## src/rtl/pwm_bank.sv

```systemverilog
// Multi-channel PWM bank: shared prescaler and period counter, per-channel double-buffered duty.
// Optional `PWM_BANK_BREATHE_EN adds a breathe input that ramps active duties one step per period.

module pwm_bank_lane #(
   parameter int DW = 8
) (
   input  logic          clock,
   input  logic          reset,
   input  logic          enable,
   input  logic          boundary,
   input  logic          breathe,
   input  logic          duty_load,
   input  logic [DW-1:0] duty_new,
   input  logic [DW-1:0] pwm_cnt,
   output logic          pwm,
   output logic          unsettled
);
   localparam logic [DW-1:0] ONE = 1;

   logic [DW-1:0] shadow, active, target, stepped;

   // target already folds in a same-cycle load, giving the boundary bypass for free
   always_comb begin
      target  = duty_load ? duty_new : shadow;
      stepped = target;
      if (breathe) begin
         if (active < target)      stepped = active + ONE;
         else if (active > target) stepped = active - ONE;
         else                      stepped = active;
      end
      unsettled = (stepped != target);
   end

   always_ff @(posedge clock or negedge reset) begin
      if (!reset) begin
         shadow <= '0;
         active <= '0;
         pwm    <= 1'b0;
      end else begin
         if (duty_load) shadow <= duty_new;
         if (!enable)       active <= target;
         else if (boundary) active <= stepped;
         pwm <= enable && (pwm_cnt < active);
      end
   end
endmodule

module pwm_bank #(
   parameter int CHANNELS        = 3,
   parameter int DUTY_WIDTH      = 8,
   parameter int PRESCALER_WIDTH = 12
) (
   input  logic                           clock,
   input  logic                           reset,
   input  logic                           enable,
   input  logic [PRESCALER_WIDTH-1:0]     limit,
   input  logic [CHANNELS*DUTY_WIDTH-1:0] duty_in,
   input  logic                           duty_load,
`ifdef PWM_BANK_BREATHE_EN
   input  logic                           breathe,
`endif
   output logic [CHANNELS-1:0]            pwm,
   output logic                           period_start,
   output logic                           update_pending
);
   localparam logic [PRESCALER_WIDTH-1:0] P_ONE   = 1;
   localparam logic [DUTY_WIDTH-1:0]      D_ONE   = 1;
   localparam logic [DUTY_WIDTH-1:0]      CNT_MAX = '1;

   logic [PRESCALER_WIDTH-1:0] presc_cnt, lim_m1;
   logic [DUTY_WIDTH-1:0]      pwm_cnt;
   logic                       tick, boundary, breathe_en;
   logic [CHANNELS-1:0]        unsettled;

`ifdef PWM_BANK_BREATHE_EN
   assign breathe_en = breathe;
`else
   assign breathe_en = 1'b0;
`endif

   // >= rather than == so a limit shrinking below presc_cnt ticks at once and restarts
   assign lim_m1   = (limit == '0) ? '0 : limit - P_ONE;
   assign tick     = enable && (presc_cnt >= lim_m1);
   assign boundary = tick && (pwm_cnt == CNT_MAX);

   always_ff @(posedge clock or negedge reset) begin
      if (!reset) begin
         presc_cnt      <= '0;
         pwm_cnt        <= '0;
         period_start   <= 1'b0;
         update_pending <= 1'b0;
      end else if (!enable) begin
         presc_cnt      <= '0;
         pwm_cnt        <= '0;
         period_start   <= 1'b0;
         update_pending <= 1'b0;
      end else begin
         presc_cnt    <= tick ? '0 : presc_cnt + P_ONE;
         if (tick) pwm_cnt <= pwm_cnt + D_ONE;
         period_start <= boundary;
         if (boundary)       update_pending <= |unsettled;
         else if (duty_load) update_pending <= 1'b1;
      end
   end

   for (genvar i = 0; i < CHANNELS; i++) begin : g_lane
      pwm_bank_lane #(.DW(DUTY_WIDTH)) u_lane (
         .clock     (clock),
         .reset     (reset),
         .enable    (enable),
         .boundary  (boundary),
         .breathe   (breathe_en),
         .duty_load (duty_load),
         .duty_new  (duty_in[i*DUTY_WIDTH +: DUTY_WIDTH]),
         .pwm_cnt   (pwm_cnt),
         .pwm       (pwm[i]),
         .unsettled (unsettled[i])
      );
   end
endmodule

```

## config.mk

```make
export PLATFORM = sky130hd
export DESIGN_NAME = pwm_bank
export DESIGN_NICKNAME = d
export VERILOG_FILES = /design/src/rtl/pwm_bank.sv
export SDC_FILE = /design/constraint.sdc
export NUM_CORES = 1
export LEC_CHECK = 0
export BUFFER_PORTS_ARGS = -buffer_cell sky130_fd_sc_hd__buf_2
export CORE_MARGIN = 3
export CORE_UTILIZATION = 50
export DETAILED_ROUTE_END_ITERATION = 10
export MAX_ROUTING_LAYER = met4
export PLACE_DENSITY = 0.78
export SLEW_MARGIN = 10
export SYNTH_ARGS = -nofsm -noshare
export SYNTH_HDL_FRONTEND = slang
export SYNTH_HIERARCHICAL = 1
export SYNTH_SLANG_ARGS = --single-unit
```

## constraint.sdc

```tcl
create_clock -name clock -period 4.4 [get_ports clock]
set_clock_uncertainty 0.15 [all_clocks]
set_input_delay 0.66 -clock clock [delete_from_list [all_inputs] [get_ports clock]]
set_output_delay 0.66 -clock clock [all_outputs]
set_load 0.005 [all_outputs]
```

# == Word-level counts from Yosys, hierarchy flattened ==
# Cells that the tools add are included.
# classes
n_addsub,3
magnitude_cmp,4
eq_ne,4
muxes,18
n_reduce_logical,6
# op_table
op,n
2-to-1 mux 8 bit,11
2-to-1 mux 12 bit,3
less-than comparator 8 bit,3
adder 12 x 1 -> 12 bit (second input constant),1
>= comparator 12 bit,1
logical NOT 12 bit,1
subtractor 12 x 1 -> 12 bit (second input constant),1
adder 8 x 1 -> 8 bit (second input constant),1
equality test 8 bit (second input constant),1
logical AND 1 bit,5
2-to-1 mux 1 bit,4
inequality test 2 x 1 -> 1 bit (second input constant),2
inequality test 3 x 1 -> 1 bit (second input constant),1
# totals
reg_bits,73
input_bits,40
output_inout_bits,5
wordCells,48

# == Logic depth before layout (Yosys ltp) ==
# Gate-level depths: netlist (run 1).
# depth
ltp_word,7
depth_mapped,17
depth_no_buf,16

# == By module ==
# Netlist (run 1), hierarchy kept.
# modules_own_cells
module,instances,cells_per_inst,area_per_inst_um2,seq_area_each_um2
pwm_bank_lane (g_lane[1].u_lane ...),2,179,1619.1,425.4
pwm_bank,1,170,1686.6,550.5
pwm_bank_lane (g_lane[0].u_lane),1,187,1664.1,425.4

# == Least setup slack after synthesis (run 1) ==
# OpenSTA, ideal clock, no wires.
# synth_path
path_type,in2reg
from,input port limit[5]
to,register g_lane[0].u_lane.active[2]
setup_time_ps,82
t_arrival_ps,4376
setup_slack_ps,-208
stages,17
n_path_buf,1
cell_sequence,or4_4 > or3_4 > nor3_4 > nand2_1 > nor3_1 > a21oi_1 > ha_1 > nand4_2 > nor3_1 > or3_4 > a221oi_4 > nor4_1 > clkbuf_1 > inv_1 > o21ai_0 > inv_1 > o22ai_1
# synth_between
elab_chain_cells,6
word_cells_on_any_way,7
cone_classes,add/sub: 1; order compare: 1; eq/ne: 1; mux: 1; reduce/logical: 3
# synth_lines
item,line_no,source
start: declaration,56,"input logic [PRESCALER_WIDTH-1:0] limit,"
subtractor 12 x 1 -> 12 bit / logical NOT 12 bit (equally long branches),82,assign lim_m1 = (limit == '0) ? '0 : limit - P_ONE;
2-to-1 mux 12 bit (*),82,
>= comparator 12 bit (*),83,assign tick = enable && (presc_cnt >= lim_m1);
logical AND 1 bit (*),83,
logical AND 1 bit (*),84,assign boundary = tick && (pwm_cnt == CNT_MAX);
via boundary,72,"logic tick, boundary, breathe_en;"
inequality test 2 x 1 -> 1 bit (no line) (*),--,
end signal: assignment,41,if (!enable) active <= target;
end signal: assignment,42,else if (boundary) active <= stepped;
end: declaration,20,"logic [DW-1:0] shadow, active, target, stepped;"
# The timed path passes the listed nets; every way through them passes the cells marked *.
# A chain may end at the register's enable or synchronous reset.

# == Worst setup path in the final report (run 1) ==
# layout_path
from,input port limit[5]
to,register g_lane[1].u_lane.active[0]
# layout_between
elab_chain_cells,6
word_cells_on_any_way,7
cone_classes,add/sub: 1; order compare: 1; eq/ne: 1; mux: 1; reduce/logical: 3
# layout_lines
item,line_no
subtractor 12 x 1 -> 12 bit / logical NOT 12 bit (equally long branches),82
2-to-1 mux 12 bit (*),82
>= comparator 12 bit (*),83
logical AND 1 bit (*),83
logical AND 1 bit (*),84
via boundary,72
inequality test 2 x 1 -> 1 bit (no line) (*),--
end signal: assignment,41
end signal: assignment,42
end: declaration,20
# Marked as above.

==> results.ini, run 1 <==
[status]
status = finished, final reports clean

[yosys]
avgSynthCellArea_um2 = 9.22
ys.flop_type = dfrtp_1
synth_cell_types = 80
ys_seq_area_share_pct = 27.7
synth_top_cell_by_area = dfrtp_1
synth_enable_flop_cells = 0
ys_top_cells_by_count = 73 x dfrtp_1, 67 x ha_1, 63 x inv_1
ys_async_sr_fraction_pct = 100
synth_area_um2 = 6590
ys.warnings.count = 6
synth.most_common_cell = dfrtp_1
synthCells = 715
synthTopCellsByArea = dfrtp_1 28%, ha_1 13%, xnor2_1 4.7%
ys_seq_elements = 73
yosys.area.top_type_share_pct = 27.7

[timing]
max_slew.worst_pin.slew_ns = 0.949
setup_tns_ns = 0
setup_violations = 0
rsz0062_at_grt = false
fin_crit_ns = 4.01
max-slew-margin-rel_pct = 36.8
drv_slew = 0
hold_violations = 0
fin_crit_sh_pct = 91.0
fmax_ghz = 0.250

[worst_setup_path]
cp-start-kind = input port
r2r_slack_ns = 1.72
r2r_end = g_lane[1].u_lane/active[0]
path_cells = buf_2 > or4_4 > or3_4 > nor4_1 > xor2_1 > nand2_1 > ha_1 > nand4_2 > nor3_1 > or3_4 > a221oi_4 > nor4_4 > buf_4 > a21oi_1 > o21ai_0 > o21ai_0
slowest_stage = or4_4
cp-end-kind = flip-flop
r2r_cells = 11
reg2reg_from = presc_cnt[0]
crit_arrival_ns = 4.07
startpoint = limit[5]
max_stage_delay_ns = 0.53
critical_path_class = input port to flip-flop
crit_required_ns = 4.46
cp_max_fo = 19

[power]
sw_frac_of_total_pct = 35.2
switchingPower_mw = 0.807
leakagePower_nw = 3.44
power-per-cell-area_nw_per_um2 = 311
seq_power_share_pct = 34.8
vdd_ir_drop_max_uv = 164
clkPwrFrac_pct = 33.3
pwr-share-comb_pct = 31.9
p_int_mw = 1.49

[clock_tree]
insertion_delay_ns = 0.34
cts_root_buffer = clkbuf_16
cts_setup_buffers = 0
cts_tree = done
cts_resized = 0
numCtsBuffers = 9
clockBufferDepth = 2
htreeDepth = 3
postCtsHoldBufs = 0
clock_sinks = 73
clk_transition_reported_paths_ns = 0.06

[routing]
antenna_left = 0
via_per_inst = 5.97
num_vias = 5706
drt_wl_total_um = 15800
detail_route.wl_per_cell_um = 16.5
first_iter_violations = 422
post-route-drc-count = 0
first_pass_iters = 5

[final_layout]
final_area_um2 = 7390
syn_to_final_growth_pct = 12.1
antennaDiodeCount = 0
nNetsFinal = 885
layout-drive-gt1-share_pct = 18.1
fill_cells = 1102

[die]
ioPinCount = 45
rows = 41
chipHeight_um = 121
start_util_pct = 51.6
dieArea_um2 = 14600
die_w_um = 121
core_area_um2 = 12800

[place]
numPortBuffers = 44
gp_congestion = 0.957
post_dp_cell_area_um2 = 7080
place_hpwl_um = 11500

[global_route]
grt_usage_pct = 23.1
antenna_found_initial = 0
grt_pass1_vias = 5485
grt_first_pass_wirelength_um = 26800
grt_max_degree = 74
grt_overflow = 0

[worst_hold_path]
hold_path.class = input port to async pin

[run]
maxCapViolations = 0

## cell families (layout without fill, tap and decap cells)
group | Yosys count | count (layout) | synth area share [%]
AO/OA/AOI/OAI | 207 | 207 | 23.6
XOR/XNOR | 50 | 50 | 6.65
adder cells (fa/ha/maj) | 67 | 67 | 12.7
buffers and inverters | 83 | 142 | 5.49
flip-flops | 73 | 73 | 27.7
multiplexers | 33 | 33 | 5.60
other | 1 | 10 | 0.0569
AND/OR/NAND/NOR | 201 | 201 | 18.1
## layout by cell type (no fill, tap or decap), types with 8 or more instances in the layout
cell / n
a211oi_1: 9
a21boi_1: 8
a21o_1: 21
a21oi_1: 30
a22oi_1: 13
a32oi_1: 8
buf_2: 43
buf_4: 17
clkbuf_16: 9
conb_1: 10
dfrtp_1: 73
ha_1: 67
inv_1: 63
mux2i_1: 29
nand2_1: 48
nand2b_1: 8
nand3_1: 33
nand4_1: 9
nor2_1: 19
nor2_4: 9
nor3_1: 17
o21ai_0: 34
o22ai_1: 11
or3_1: 8
xnor2_1: 35
xor2_1: 15
## registers in the layout (all words and copies together), names as in the netlist
signal                count
g_lane.u_lane/active     24
g_lane.u_lane/pwm         3
g_lane.u_lane/shadow     24
period_start              1
presc_cnt                12
pwm_cnt                   8
update_pending            1
## routing by layer
metal  part of all wire, %  global-route usage, %  routed length (um)
met5                     0                      -                   0
met4                   1.8                   9.21                 279
met3                   5.3                   3.13                 839
met2                    46                   35.4                7280
met1                    47                   31.2                7380
## worst max path at each step
| stage | cells after the start | end |
|---|---|---|
| 2_1_floorplan | 17 | g_lane[0].u_lane/active[2] |
| 3_3_place_gp | 16 | g_lane[2].u_lane/active[0] |
| 3_5_place_dp | 16 | g_lane[2].u_lane/active[0] |
| 4_1_cts | 17 | g_lane[0].u_lane/active[6] |
| 5_1_grt | 16 | g_lane[2].u_lane/active[0] |
| 6_report | 16 | g_lane[1].u_lane/active[0] |
## power by group through the flow
stage                     registers, mW  clock network, mW  logic (mW)
after global routing              0.807              0.808       0.816
after CTS                         0.796              0.782       0.715
after global placement            0.806                  0       0.702
after floorplan                   0.777                  0       0.567
after detailed placement          0.808                  0       0.710
final                             0.799              0.764       0.732
## area by class of cell
| type | instances | area (um^2) | share of cell area [%] |
|---|---|---|---|
| flip-flops and latches | 73 | 1830 | 24.7 |
| clock inverters | 5 | 53.8 | 0.728 |
| inverters | 66 | 248 | 3.35 |
| repair buffers | 60 | 343 | 4.64 |
| well taps | 172 | 215 | 2.91 |
| multi-input cells | 568 | 4450 | 60.2 |
| clock buffers | 11 | 253 | 3.42 |
## per-stage QoR
step | setup WS, ns | power [mW] | hold WS [ns] | cells | util (%)
2_1_floorplan | 0.0191 | 1.34 | 0.214 | 724 | -
3_3_place_gp | 0.110 | 1.51 | 0.367 | 939 | 55.4
3_5_place_dp | 0.0447 | 1.52 | 0.382 | 939 | 55.4
4_1_cts | 0.412 | 2.29 | 0.357 | 955 | 57.8
5_1_grt | 0.166 | 2.43 | 0.400 | 955 | 57.8
6_report | 0.394 | 2.29 | 0.318 | 955 | 57.8
## worst max-delay path, delay by kind of cell
family          cells  cell delay, ns
xor+xnor            1            0.17
fa+ha+maj           1            0.31
buf+inv             2            0.41
compound gates      4            0.41
simple gates        8            2.11
(Power assumes the default switching activity.)
==> inputs of run 2 (changes only) <==
Settings changed: PLACE_DENSITY 0.78 to 0.81.
Clock period 4.4 ns to 3.2 ns, I/O delays scaled along.
==> results.ini, run 2 (same netlist as run 1, synthesis figures left out) <==
[die]
core_area_um2 = 12800
die_w_um = 121
start_util_pct = 51.6
chipHeight_um = 121
dieArea_um2 = 14600
rows = 41
ioPinCount = 45

[worst_setup_path]
cp-end-kind = flip-flop
r2r_slack_ns = 0.54
cp-endpoint = g_lane[0].u_lane/active[5]
startpoint = limit[5]
reg2reg_from = presc_cnt[0]
cp-start-kind = input port
critical_path_class = input port to flip-flop
crit_required_ns = 3.30
slowest_stage = or4_4
r2r_end = g_lane[0].u_lane/active[5]
crit_arrival_ns = 3.96
critPathMostFrequentCell = or3_4
path_cells = buf_6 > or4_4 > or3_4 > nor3_4 > nand2_2 > xnor2_2 > nand2_1 > ha_4 > nand4_4 > nor3_2 > or3_4 > a221oi_4 > nor4_4 > buf_12 > inv_8 > a21oi_1 > o22ai_2 > a22oi_1
max_stage_delay_ns = 0.53
r2r_cells = 12
cp_max_fo = 7

[timing]
fin_crit_ns = 3.86
rsz0062_at_grt = true
fmax_ghz = 0.259
fin_ws_ns = -0.657
hold_violations = 0
fin_crit_sh_pct = 121
max-slew-margin-rel_pct = 39.5
max_slew.worst_pin.slew_ns = 0.907
drv_slew = 0
setup_violations = 46

[global_route]
grt_first_pass_wirelength_um = 28600
grt_pass1_vias = 5857
antenna_found_initial = 0
grt_overflow = 0
grt_max_degree = 74
grt_usage_pct = 24.5

[clock_tree]
insertion_delay_ns = 0.34
clk_transition_reported_paths_ns = 0.06
htreeDepth = 3
numCtsBuffers = 9
clock_sinks = 73
clockBufferDepth = 2
cts_root_buffer = clkbuf_16
cts_tree = done

[power]
switchingPower_mw = 1.13
sw_frac_of_total_pct = 35.3
power-per-cell-area_nw_per_um2 = 397
pwr-share-comb_pct = 34.1
p_int_mw = 2.06
seq_power_share_pct = 34.2
leakagePower_nw = 3.66
vdd_ir_drop_max_uv = 339
clkPwrFrac_pct = 31.7

[final_layout]
reg_top3 = g_lane.u_lane/active x24, g_lane.u_lane/shadow x24, presc_cnt x12
fill_cells = 1045
syn_to_final_growth_pct = 21.6
antennaDiodeCount = 0
nNetsFinal = 918
multi_input_area_um2 = 4750
fin_util_pct = 62.7
layout-drive-gt1-share_pct = 27.2
seq_area_um2 = 1830
final_common_cell = dfrtp_1
final_area_um2 = 8010
final_cell_mix = 73 x dfrtp_1, 61 x ha_1, 58 x inv_1, 42 x nand2_1, 42 x buf_2

[place]
dp_slack_ns = -1.13
place_hpwl_um = 11800
post_dp_cell_area_um2 = 7290
numPortBuffers = 44
gp_congestion = 0.967

[routing]
first_iter_violations = 458
detail_route.wl_per_cell_um = 17.1
post-route-drc-count = 0
via_per_inst = 6.04
first_pass_iters = 6
num_vias = 5964
antenna_left = 0
drt_wl_total_um = 16900

[run]
maxCapViolations = 0

[status]
failed_checks = negative setup slack
status = finished with violations

[worst_hold_path]
hold_path.class = input port to async pin

-- run 2: changes by cell type in the layout (fill, tap and decap cells not counted), sizes merged --
cell	delta
buf	+32
nand2	+1
clkbuf	-1
clkinvlp	+1
-- run 2: how the worst min path moves through the flow --
stage	to	depth (start not counted)	startpoint
6_report	g_lane[0].u_lane/shadow[6]	1	reset
5_1_grt	g_lane[0].u_lane/shadow[4]	1	reset
4_1_cts	g_lane[0].u_lane/shadow[6]	1	reset
3_5_place_dp	update_pending	1	update_pending
3_3_place_gp	presc_cnt[0]	1	presc_cnt[0]
2_1_floorplan	g_lane[0].u_lane/active[0]	0	reset
-- run 2: final cells by class --
class                           instances  area share [%]
Multi-Input combinational cell        569            59.3
Timing Repair Buffer                   92            8.38
Sequential cell                        73            22.8
Tap cell                              172            2.69
Clock buffer                           10            2.98
Inverter                               66            3.19
Clock inverter                          6           0.718
-- run 2: repair_timing --
item	in CTS	in global routing
cloned	4	0
hold endpoints to repair	0	0
pin swaps	11	10
buffers inserted	6	7
resized for setup	50	20
hold buffers	0	0
endpoints found under the setup margin	46	46
-- run 2: power groups by stage --
stage	clock network (mW)	logic, mW	registers, mW
6_report	1.01	1.08	1.09
5_1_grt	1.08	1.20	1.10
4_1_cts	1.02	1.04	1.08
3_5_place_dp	0	1.01	1.10
3_3_place_gp	0	0.987	1.10
2_1_floorplan	0	0.783	1.07
-- run 2: critical path: cells and delay by family --
family / cells / cell delay [ns]
and+or+nand+nor: 9 / 2.15
xor gates and xnor gates: 1 / 0.15
AOI/OAI and AO/OA: 4 / 0.55
adders and majority gates: 1 / 0.29
buffers and inverters: 3 / 0.33
-- run 2: metrics by stage --
| step | hold WS (ns) | std cells | power [mW] | setup TNS [ns] |
|---|---|---|---|---|
| global placement | 0.357 | 961 | 2.08 | -37.88 |
| finish | 0.115 | 988 | 3.18 | -24.14 |
| CTS | 0.162 | 987 | 3.15 | -19.46 |
| detailed placement | 0.364 | 961 | 2.11 | -43.09 |
| global route | 0.186 | 988 | 3.38 | -31.08 |
| floorplan | 0.0344 | 724 | 1.85 | -27.08 |
-- run 2: routing by layer --
metal,vias up,global-route usage (%),routed length (um)
met4,0,6.87,227
li1,2849,-,-
met1,2857,32.3,7350
met3,33,4.44,1070
met2,225,38.9,8210
met5,-,-,0
